==> src/rtl/vga_plot_scheduler.sv <==
// vga_plot_scheduler
//   Frame sequencer and plot-port arbiter that sits in front of vga_adapter.
//   Each frame-rate tick starts a frame. With VGA_SCHED_CLEAR_EN defined, the
//   frame begins with a BG_COLOUR sweep of the whole X_MAX x Y_MAX buffer. After
//   the optional sweep, frame_start pulses and the port is shared round-robin
//   between the raycast scene (req0) and the HUD/minimap overlay (req1).
//   The frame ends once both requesters have reported done.
//   Optional feature macro: VGA_SCHED_CLEAR_EN (undefined = no clear sweep).
//
// Ports
//   clock, reset          system clock, synchronous active-high reset
//   frame_clk             slow frame-rate square wave (asynchronous to clock)
//   frame_start           one-cycle pulse on entry to the drawing phase
//   busy                  high from frame accept until both drawers are done
//   overrun               one-cycle pulse when a tick arrives while busy
//   reqN_valid/x/y/colour pixel request from drawer N (N = 0, 1)
//   reqN_ready            grant (combinational); transfer on valid & ready
//   reqN_done             one-cycle pulse: drawer N finished its frame
//   x, y, colour, plot    registered plot port towards vga_adapter

module vga_plot_scheduler #(
    parameter int unsigned X_MAX = 160,
    parameter int unsigned Y_MAX = 120,
    parameter int unsigned XW    = 8,
    parameter int unsigned YW    = 7,
    parameter int unsigned CW    = 3
`ifdef VGA_SCHED_CLEAR_EN
    ,
    parameter logic [CW-1:0] BG_COLOUR = '0
`endif
) (
    input  logic          clock,
    input  logic          reset,
    input  logic          frame_clk,
    output logic          frame_start,
    output logic          busy,
    output logic          overrun,

    input  logic          req0_valid,
    input  logic [XW-1:0] req0_x,
    input  logic [YW-1:0] req0_y,
    input  logic [CW-1:0] req0_colour,
    output logic          req0_ready,
    input  logic          req0_done,

    input  logic          req1_valid,
    input  logic [XW-1:0] req1_x,
    input  logic [YW-1:0] req1_y,
    input  logic [CW-1:0] req1_colour,
    output logic          req1_ready,
    input  logic          req1_done,

    output logic [XW-1:0] x,
    output logic [YW-1:0] y,
    output logic [CW-1:0] colour,
    output logic          plot
);

`ifdef VGA_SCHED_CLEAR_EN
    typedef enum logic [1:0] {
        IDLE  = 2'd0,
        CLEAR = 2'd1,
        DRAW  = 2'd2
    } state_t;
`else
    typedef enum logic [1:0] {
        IDLE  = 2'd0,
        DRAW  = 2'd2
    } state_t;
`endif

    state_t        state;
    state_t        next_state;
    logic          frame_start_next;

    logic [2:0]    sync;
    logic          tick;

    logic [1:0]    done_flags;
    logic [1:0]    flags_upd;
    logic          last_grant;

    logic          in_draw;
    logic          xfer0;
    logic          xfer1;
    logic          pix_valid;
    logic          pix_in_range;
    logic [XW-1:0] pix_x;
    logic [YW-1:0] pix_y;
    logic [CW-1:0] pix_colour;

    // Two-flop synchroniser, third flop for edge history; tick is registered
    // so it lands three cycles after the frame_clk edge.
    always_ff @(posedge clock) begin
        if (reset) begin
            sync <= '0;
            tick <= 1'b0;
        end else begin
            sync <= {sync[1:0], frame_clk};
            tick <= sync[1] & ~sync[2];
        end
    end

    // Round-robin grant: on contention the requester not served last wins.
    assign in_draw    = (state == DRAW);
    assign req0_ready = in_draw & req0_valid & (~req1_valid | last_grant);
    assign req1_ready = in_draw & req1_valid & (~req0_valid | ~last_grant);
    assign xfer0      = req0_valid & req0_ready;
    assign xfer1      = req1_valid & req1_ready;

    assign pix_valid    = xfer0 | xfer1;
    assign pix_x        = xfer1 ? req1_x      : req0_x;
    assign pix_y        = xfer1 ? req1_y      : req0_y;
    assign pix_colour   = xfer1 ? req1_colour : req0_colour;
    assign pix_in_range = (pix_x < XW'(X_MAX)) && (pix_y < YW'(Y_MAX));

    // A tick outside IDLE is dropped and flagged in the same cycle.
    assign overrun = tick & (state != IDLE);

    // Done pulses seen this cycle count towards the frame-complete decision.
    assign flags_upd = done_flags | {req1_done, req0_done};

`ifdef VGA_SCHED_CLEAR_EN
    logic [XW-1:0] cx;
    logic [YW-1:0] cy;
    logic          sweep_last;

    assign sweep_last = (cx == XW'(X_MAX - 1)) && (cy == YW'(Y_MAX - 1));

    // Raster sweep counters: x inner, y outer; parked at (0,0) outside CLEAR.
    always_ff @(posedge clock) begin
        if (reset) begin
            cx <= '0;
            cy <= '0;
        end else if (state == CLEAR) begin
            if (cx == XW'(X_MAX - 1)) begin
                cx <= '0;
                cy <= (cy == YW'(Y_MAX - 1)) ? '0 : cy + YW'(1);
            end else begin
                cx <= cx + XW'(1);
            end
        end else begin
            cx <= '0;
            cy <= '0;
        end
    end
`endif

    // Next-state logic.
    always_comb begin
        next_state       = state;
        frame_start_next = 1'b0;
        case (state)
            IDLE: begin
                if (tick) begin
`ifdef VGA_SCHED_CLEAR_EN
                    next_state = CLEAR;
`else
                    next_state       = DRAW;
                    frame_start_next = 1'b1;
`endif
                end
            end
`ifdef VGA_SCHED_CLEAR_EN
            CLEAR: begin
                if (sweep_last) begin
                    next_state       = DRAW;
                    frame_start_next = 1'b1;
                end
            end
`endif
            DRAW: begin
                if (&flags_upd) begin
                    next_state = IDLE;
                end
            end
            default: begin
                next_state = IDLE;
            end
        endcase
    end

    // State register plus registered frame status outputs.
    always_ff @(posedge clock) begin
        if (reset) begin
            state       <= IDLE;
            busy        <= 1'b0;
            frame_start <= 1'b0;
        end else begin
            state       <= next_state;
            busy        <= (next_state != IDLE);
            frame_start <= frame_start_next;
        end
    end

    // Sticky done flags: cleared on frame accept, collected only while drawing.
    always_ff @(posedge clock) begin
        if (reset) begin
            done_flags <= '0;
        end else if ((state == IDLE) && tick) begin
            done_flags <= '0;
        end else if (in_draw) begin
            done_flags <= flags_upd;
        end
    end

    // Remember who was served last; starts at 1 so req0 wins the first tie.
    always_ff @(posedge clock) begin
        if (reset) begin
            last_grant <= 1'b1;
        end else if (xfer0) begin
            last_grant <= 1'b0;
        end else if (xfer1) begin
            last_grant <= 1'b1;
        end
    end

    // Plot port: one-cycle latency; coordinates hold when nothing is plotted.
    always_ff @(posedge clock) begin
        if (reset) begin
            x      <= '0;
            y      <= '0;
            colour <= '0;
            plot   <= 1'b0;
        end else begin
            plot <= 1'b0;
`ifdef VGA_SCHED_CLEAR_EN
            if (state == CLEAR) begin
                x      <= cx;
                y      <= cy;
                colour <= BG_COLOUR;
                plot   <= 1'b1;
            end else
`endif
            if (pix_valid && pix_in_range) begin
                x      <= pix_x;
                y      <= pix_y;
                colour <= pix_colour;
                plot   <= 1'b1;
            end
        end
    end

endmodule

==> config.mk <==
export PLATFORM = sky130hd
export DESIGN_NAME = vga_plot_scheduler
export DESIGN_NICKNAME = d
export VERILOG_FILES = /design/src/rtl/vga_plot_scheduler.sv
export SDC_FILE = /design/constraint.sdc
export NUM_CORES = 1
export LEC_CHECK = 0
export ABC_AREA = 1
export BUFFER_PORTS_ARGS = -buffer_cell sky130_fd_sc_hd__buf_4
export CORE_MARGIN = 8
export CORE_UTILIZATION = 30
export DETAILED_ROUTE_END_ITERATION = 10
export GPL_TIMING_DRIVEN = 0
export PLACE_DENSITY = 0.56
export SETUP_SLACK_MARGIN = 0.3
export SYNTH_ARGS = -nofsm -noshare
export SYNTH_HDL_FRONTEND = slang
export SYNTH_SLANG_ARGS = --single-unit
==> constraint.sdc <==
create_clock -name clock -period 1.91 [get_ports clock]
set_clock_uncertainty 0.1 [all_clocks]
set_input_delay 0.191 -clock clock [delete_from_list [all_inputs] [get_ports clock]]
set_output_delay 0.191 -clock clock [all_outputs]
set_load 0.05 [all_outputs]
==> results.toml, run 1 <==
[yosys]
yosys.area.top_type_share = 0.373
synth_top_area_cell = "dfxtp_1"
synth_area_leaders = "dfxtp_1, nand2_1, inv_1, nand4_1, nor2_1"
syn_area_sq_mm = 0.00161
ys_ff_latch = 30
synth_edf_count = 0
syn_nets = 283
synthFlopType = "dfxtp_1"
ys_warn_count = 0
ys_types = 25
netlist_instances = 240
ys_seq_area_frac = 0.373
syn_avg_cell_area_sq_um = 6.71
async_reset_ff_frac = 0

[clocking]
cts_max_path_buffers = 2
cts_tree = "yes"
cts_buffers = 5
cts-root-buf = "clkbuf_8"
htreeDepth = 2
cts.sinks = 30
clock_latency_ns = 0.28
cts.clk_slew.worst_paths_ns = 0.07

[critical_path]
worstPathRequired_ns = 2.00
cpPeakStageDelay_ns = 0.34
r2r_setup_slack_ns = 0.25
r2r_start = "last_grant"
worst_ep_arrival_time_ns = 1.75
worst-r2r-cell-count = 12
crit-reg2reg-capture = "y[3]"
worstPathMaxFanout = 7
worstSetupStartpointType = "flip-flop"
cp-end-kind = "flip-flop"
path_cells = "nand2_4 -> nand4_4 -> buf_6 -> nand2_1 -> nand2_2 -> nor2_2 -> nand2_2 -> inv_2 -> nor2_8 -> clkbuf_16 -> nor2_2 -> nor2_1"
slowest_stage = "dfxtp_2"
path_class = "reg2reg"

[detailed_routing]
viasPerCell = 4.31
wl_per_cell_um = 12.2
dr.pass1.iters = 5
ant_nets = 0
drcViolationCount = 0
num_vias = 1710
wl_mm = 4.86
drt_iter0_drc = 70

[die]
coreArea_sq_mm = 0.00514
initial_core_util = 0.314
dieArea_sq_mm = 0.00797
ios = 67
num_rows = 26
fp.dieW_um = 89.3
die_y_um = 89.3

[pwr]
p_switching_uw = 339
p_sw_frac = 0.257
comb_power_share = 0.158
power.static_leakage_nw = 1.32
intPower_uw = 981
power_density_mw_per_mm2 = 524
max-vdd-ir-drop_mv = 0.243
pwr-share-seq = 0.482
pwr-share-clk = 0.360

[min_path]
min_path_type = "in2reg"
hold_start = "frame_clk"
whs_endpoint = "sync[0]"
min_path_cells = 3

[sta]
hold_slack_ns = 0.00761
finalMaxSlewViolations = 0
rsz0062_at_grt = "yes"
finalSetupTns_ns = 0
setup_violations = 0
post-route-min-period_ns = 1.66
period_share = 0.871
max_clock_freq_mhz = 601
finalHoldViolations = 0

[global_routing]
grt_use_met1 = 0.164
grtUsageMet3 = 0.0551
overflow = 0
grt_max_degree = 11
grt_pass1_vias = 1681
grtUsageMet2 = 0.197
grt_pass1_wl_mm = 7.92
grtUsageTotal = 0.132
antenna_found_initial = 0
top_usage_layer = "met2"

[placed_design]
dp_hpwl_mm = 3.70
io_buffers = 65
gp_congestion = 0.771

[status]
status = "finished clean"

[cells_and_area]
drive_gt1_frac = 0.431
final_nets = 370
final_util = 0.491
fillers = 550
final_common_cell = "buf_4"
area_growth_pct = 56.4
n_antenna_cell = 0
final_cell_mix = "buf_4, nand2_1, inv_1"

[flow_run]
maxCapViolCount = 0
==> registers in the layout, indices dropped and copies added (netlist names) <==
signal / count
busy: 1
colour: 3
done_flags: 2
frame_start: 1
last_grant: 1
plot: 1
state: 2
sync: 3
tick: 1
x: 8
y: 7
==> synthesized netlist by cell type (2+ instances only) <==
| library cell | instances |
|---|---|
| nor2_1 | 33 |
| dfxtp_1 | 30 |
| clkbuf_1 | 4 |
| inv_1 | 36 |
| nand4_1 | 20 |
| buf_2 | 2 |
| a31o_2 | 2 |
| a21oi_1 | 2 |
| nand2_4 | 2 |
| nand2_1 | 71 |
| buf_6 | 2 |
| nor2_2 | 14 |
| nand3_1 | 5 |
| buf_4 | 3 |
| nand2_2 | 4 |
==> area by class of cell <==
class	instances	area, sq um	area share
repair buffers	80	627	0.249
plain buffers	12	119	0.0471
inverters	37	139	0.0551
multi-input cells	161	863	0.342
clock buffers	5	68.8	0.0273
flip-flops and latches	30	607	0.241
clock inverters	2	10.0	0.00397
well taps	70	87.6	0.0347
==> worst max-delay path by stage <==
stage	from	end	slack, ns
3_5_place_dp	state[1]	y[4]	0.12
4_1_cts	state[1]	colour[2]	0.24
5_1_grt	last_grant	y[5]	0.15
6_report	last_grant	y[3]	0.25
3_3_place_gp	state[1]	colour[1]	0.14
2_1_floorplan	last_grant	colour[0]	0.30
==> kinds of logic after synthesis <==
kind of cell / count (synthesis) / synth area share
buf+inv: 49 / 0.139
compound gates: 6 / 0.0264
simple gates: 154 / 0.460
flops: 30 / 0.373
other cells: 1 / 0.00233
==> worst max-delay path: cells and delay by family (launching register included) <==
family	cells	cell delay (ns)
buffers and inverters	3	0.41
flip-flops	1	0.34
AND/OR/NAND/NOR	9	0.71
==> power groups by stage <==
| stage | Clock (mW) | Combinational (mW) | Sequential, mW |
|---|---|---|---|
| final | 0.475 | 0.208 | 0.637 |
| after global routing | 0.525 | 0.230 | 0.637 |
| after CTS | 0.485 | 0.195 | 0.637 |
| after detailed placement | 0 | 0.186 | 0.651 |
| after global placement | 0 | 0.186 | 0.651 |
| after floorplan | 0 | 0.0860 | 0.659 |
==> per-layer routing <==
metal / wire length [um] / vias to the layer above / share of wire
met1: 2250 / 747 / 0.46
li1: - / 904 / -
met4: 82 / 0 / 0.017
met3: 389 / 9 / 0.080
met5: 0 / - / 0
met2: 2140 / 50 / 0.44
==> stage by stage <==
stage	cells	instance area [sq um]	setup WS [ns]	power, mW
2_1_floorplan	240	1640	0.304	0.745
6_report	397	2520	0.247	1.32
5_1_grt	397	2520	0.149	1.39
4_1_cts	391	2420	0.240	1.32
3_3_place_gp	375	2220	0.136	0.837
3_5_place_dp	375	2220	0.121	0.837
==> timing repair <==
action,4_1_cts,5_1_grt
hold buffers,0,0
gates resized for setup,13,21
setup buffers,8,5
setup endpoints to repair,20,21
gates cloned,1,1
pin swaps,19,10
Note: power is estimated with default switching activity, not from simulation.
==> run 2: changes to the inputs <==
--- a/config.mk
+++ b/config.mk
@@ -12,6 +12,7 @@
 export DETAILED_ROUTE_END_ITERATION = 10
 export GPL_TIMING_DRIVEN = 0
 export PLACE_DENSITY = 0.56
+export RECOVER_POWER = 100
 export SETUP_SLACK_MARGIN = 0.3
 export SYNTH_ARGS = -nofsm -noshare
 export SYNTH_HDL_FRONTEND = slang
==> results.toml, run 2 (synthesis gave the netlist of run 1 again) <==
[status]
status = "finished clean"

[cells_and_area]
largest_reg_flops = 8
area_growth_pct = 50.3
n_antenna_cell = 0
top_regs = "x (8), y (7)"
design_area_sq_mm = 0.00242
final_util = 0.471
top_register = "x"
final_cell_mix = "nand2_1, buf_4, inv_1"
final_common_cell = "nand2_1"
final_cells = 397
final_nets = 370
fillers = 577
drive_gt1_frac = 0.346

[global_routing]
grt_pass1_vias = 1681
overflow = 0
grtUsageTotal = 0.132
grt_max_degree = 11
grt_pass1_wl_mm = 7.92
antenna_found_initial = 0

[pwr]
power.static_leakage_nw = 1.23
power_density_mw_per_mm2 = 544
max-vdd-ir-drop_mv = 0.242

[critical_path]
r2r_start = "state[0]"
cp-end-kind = "flip-flop"
path_class = "reg2reg"
startpoint = "state[0]"
worstPathRequired_ns = 2.00
worstPathMaxFanout = 5
worstSetupStartpointType = "flip-flop"
worst_ep_arrival_time_ns = 1.78
r2r_setup_slack_ns = 0.22

[sta]
fin_ws_ns = 0.223
finalSetupTns_ns = 0
rsz0062_at_grt = "yes"
tightest_slew_ns = 0.624
setup_violations = 0
period_share = 0.883
finalHoldViolations = 0
slew_headroom = 0.586
post-route-min-period_ns = 1.69
finalMaxSlewViolations = 0
max_clock_freq_mhz = 593

[placed_design]
placed_area_sq_mm = 0.00222
dp_slack_ns = 0.121
dp_hpwl_mm = 3.70
gp_congestion = 0.771
io_buffers = 65
place_inst = 375

[clocking]
cts-root-buf = "clkbuf_8"
cts.sinks = 30
cts_max_path_buffers = 2
clock_latency_ns = 0.28
cts_hold_repair.buffers = 0
cts_tree = "yes"
cts.clk_slew.worst_paths_ns = 0.07
cts_buffers = 5
htreeDepth = 2

[detailed_routing]
wl_mm = 4.85
ant_nets = 0
route.met3.wl_um = 405
m1WireLength_mm = 2.22
wl_per_cell_um = 12.2
num_vias = 1708
drt_iter0_drc = 61
top_layer = "met4"
viasPerCell = 4.30
drcViolationCount = 0
dr.pass1.iters = 4
wl_met2_mm = 2.14

[die]
num_rows = 26
dieArea_sq_mm = 0.00797
coreArea_sq_mm = 0.00514
die_y_um = 89.3
initial_core_util = 0.314
fp.dieW_um = 89.3
ios = 67

[min_path]
hold_start = "frame_clk"
min_path_type = "in2reg"

[flow_run]
maxCapViolCount = 0
-- run 2: cell count changes in the layout (fill, tap and decap cells not counted), moves of 2 or more --
cell / before / now
inv_2: 4 / 2
buf_4: 76 / 53
clkbuf_1: 2 / 25
inv_1: 33 / 35
-- run 2: area by class of cell --
type / instances / area, sq um / area share
plain buffers: 12 / 119 / 0.0491
clock buffers: 5 / 68.8 / 0.0284
clock inverters: 2 / 10.0 / 0.00413
inverters: 37 / 139 / 0.0573
multi-input cells: 161 / 858 / 0.354
flip-flops and latches: 30 / 606 / 0.250
well taps: 70 / 87.6 / 0.0362
repair buffers: 80 / 534 / 0.221
-- run 2: per-stage QoR --
stage | hold slack [ns] | power [mW]
2_1_floorplan | 0.162 | 0.745
3_3_place_gp | 0.293 | 0.837
3_5_place_dp | 0.296 | 0.837
4_1_cts | 0.00536 | 1.32
5_1_grt | 0.00704 | 1.39
6_report | 0.00691 | 1.32
-- run 2: repair_timing --
| action | in CTS | in global routing |
|---|---|---|
| hold endpoints to repair | 0 | 0 |
| endpoints found under the setup margin | 20 | 21 |
| cloned | 1 | 1 |
| gates resized for setup | 13 | 21 |
| pin swaps | 19 | 10 |
| setup buffers | 8 | 5 |
-- run 2: layer usage --
metal | vias to the layer above | global-route usage
li1 | 903 | -
met1 | 749 | 0.164
met2 | 49 | 0.197
met3 | 7 | 0.0551
met4 | 0 | 0.0498
met5 | - | 0
-- run 2: final timing paths --
path / to / cells past startpoint
worst max-delay path: y[3] / 12
worst min-delay path: sync[0] / 3
worst max register to register: y[3] / 12
worst min register to register: tick / 1
-- run 2: worst max-delay path, cell delays in order, from the launching register on --
cell and delay [ns]:
dfxtp_1 0.34, inv_1 0.10, nand4_4 0.12, buf_6 0.15
nand2_2 0.04, nand2_1 0.07, nor2_2 0.13, nand2_2 0.09
inv_2 0.11, nor2_8 0.06, clkbuf_16 0.15, nor2_2 0.08
nor2_1 0.04
-- run 2: power by group --
| part | internal (mW) | switching, mW |
|---|---|---|
| Sequential | 0.632 | 0.00443 |
| Combinational | 0.101 | 0.103 |
| Clock | 0.244 | 0.233 |
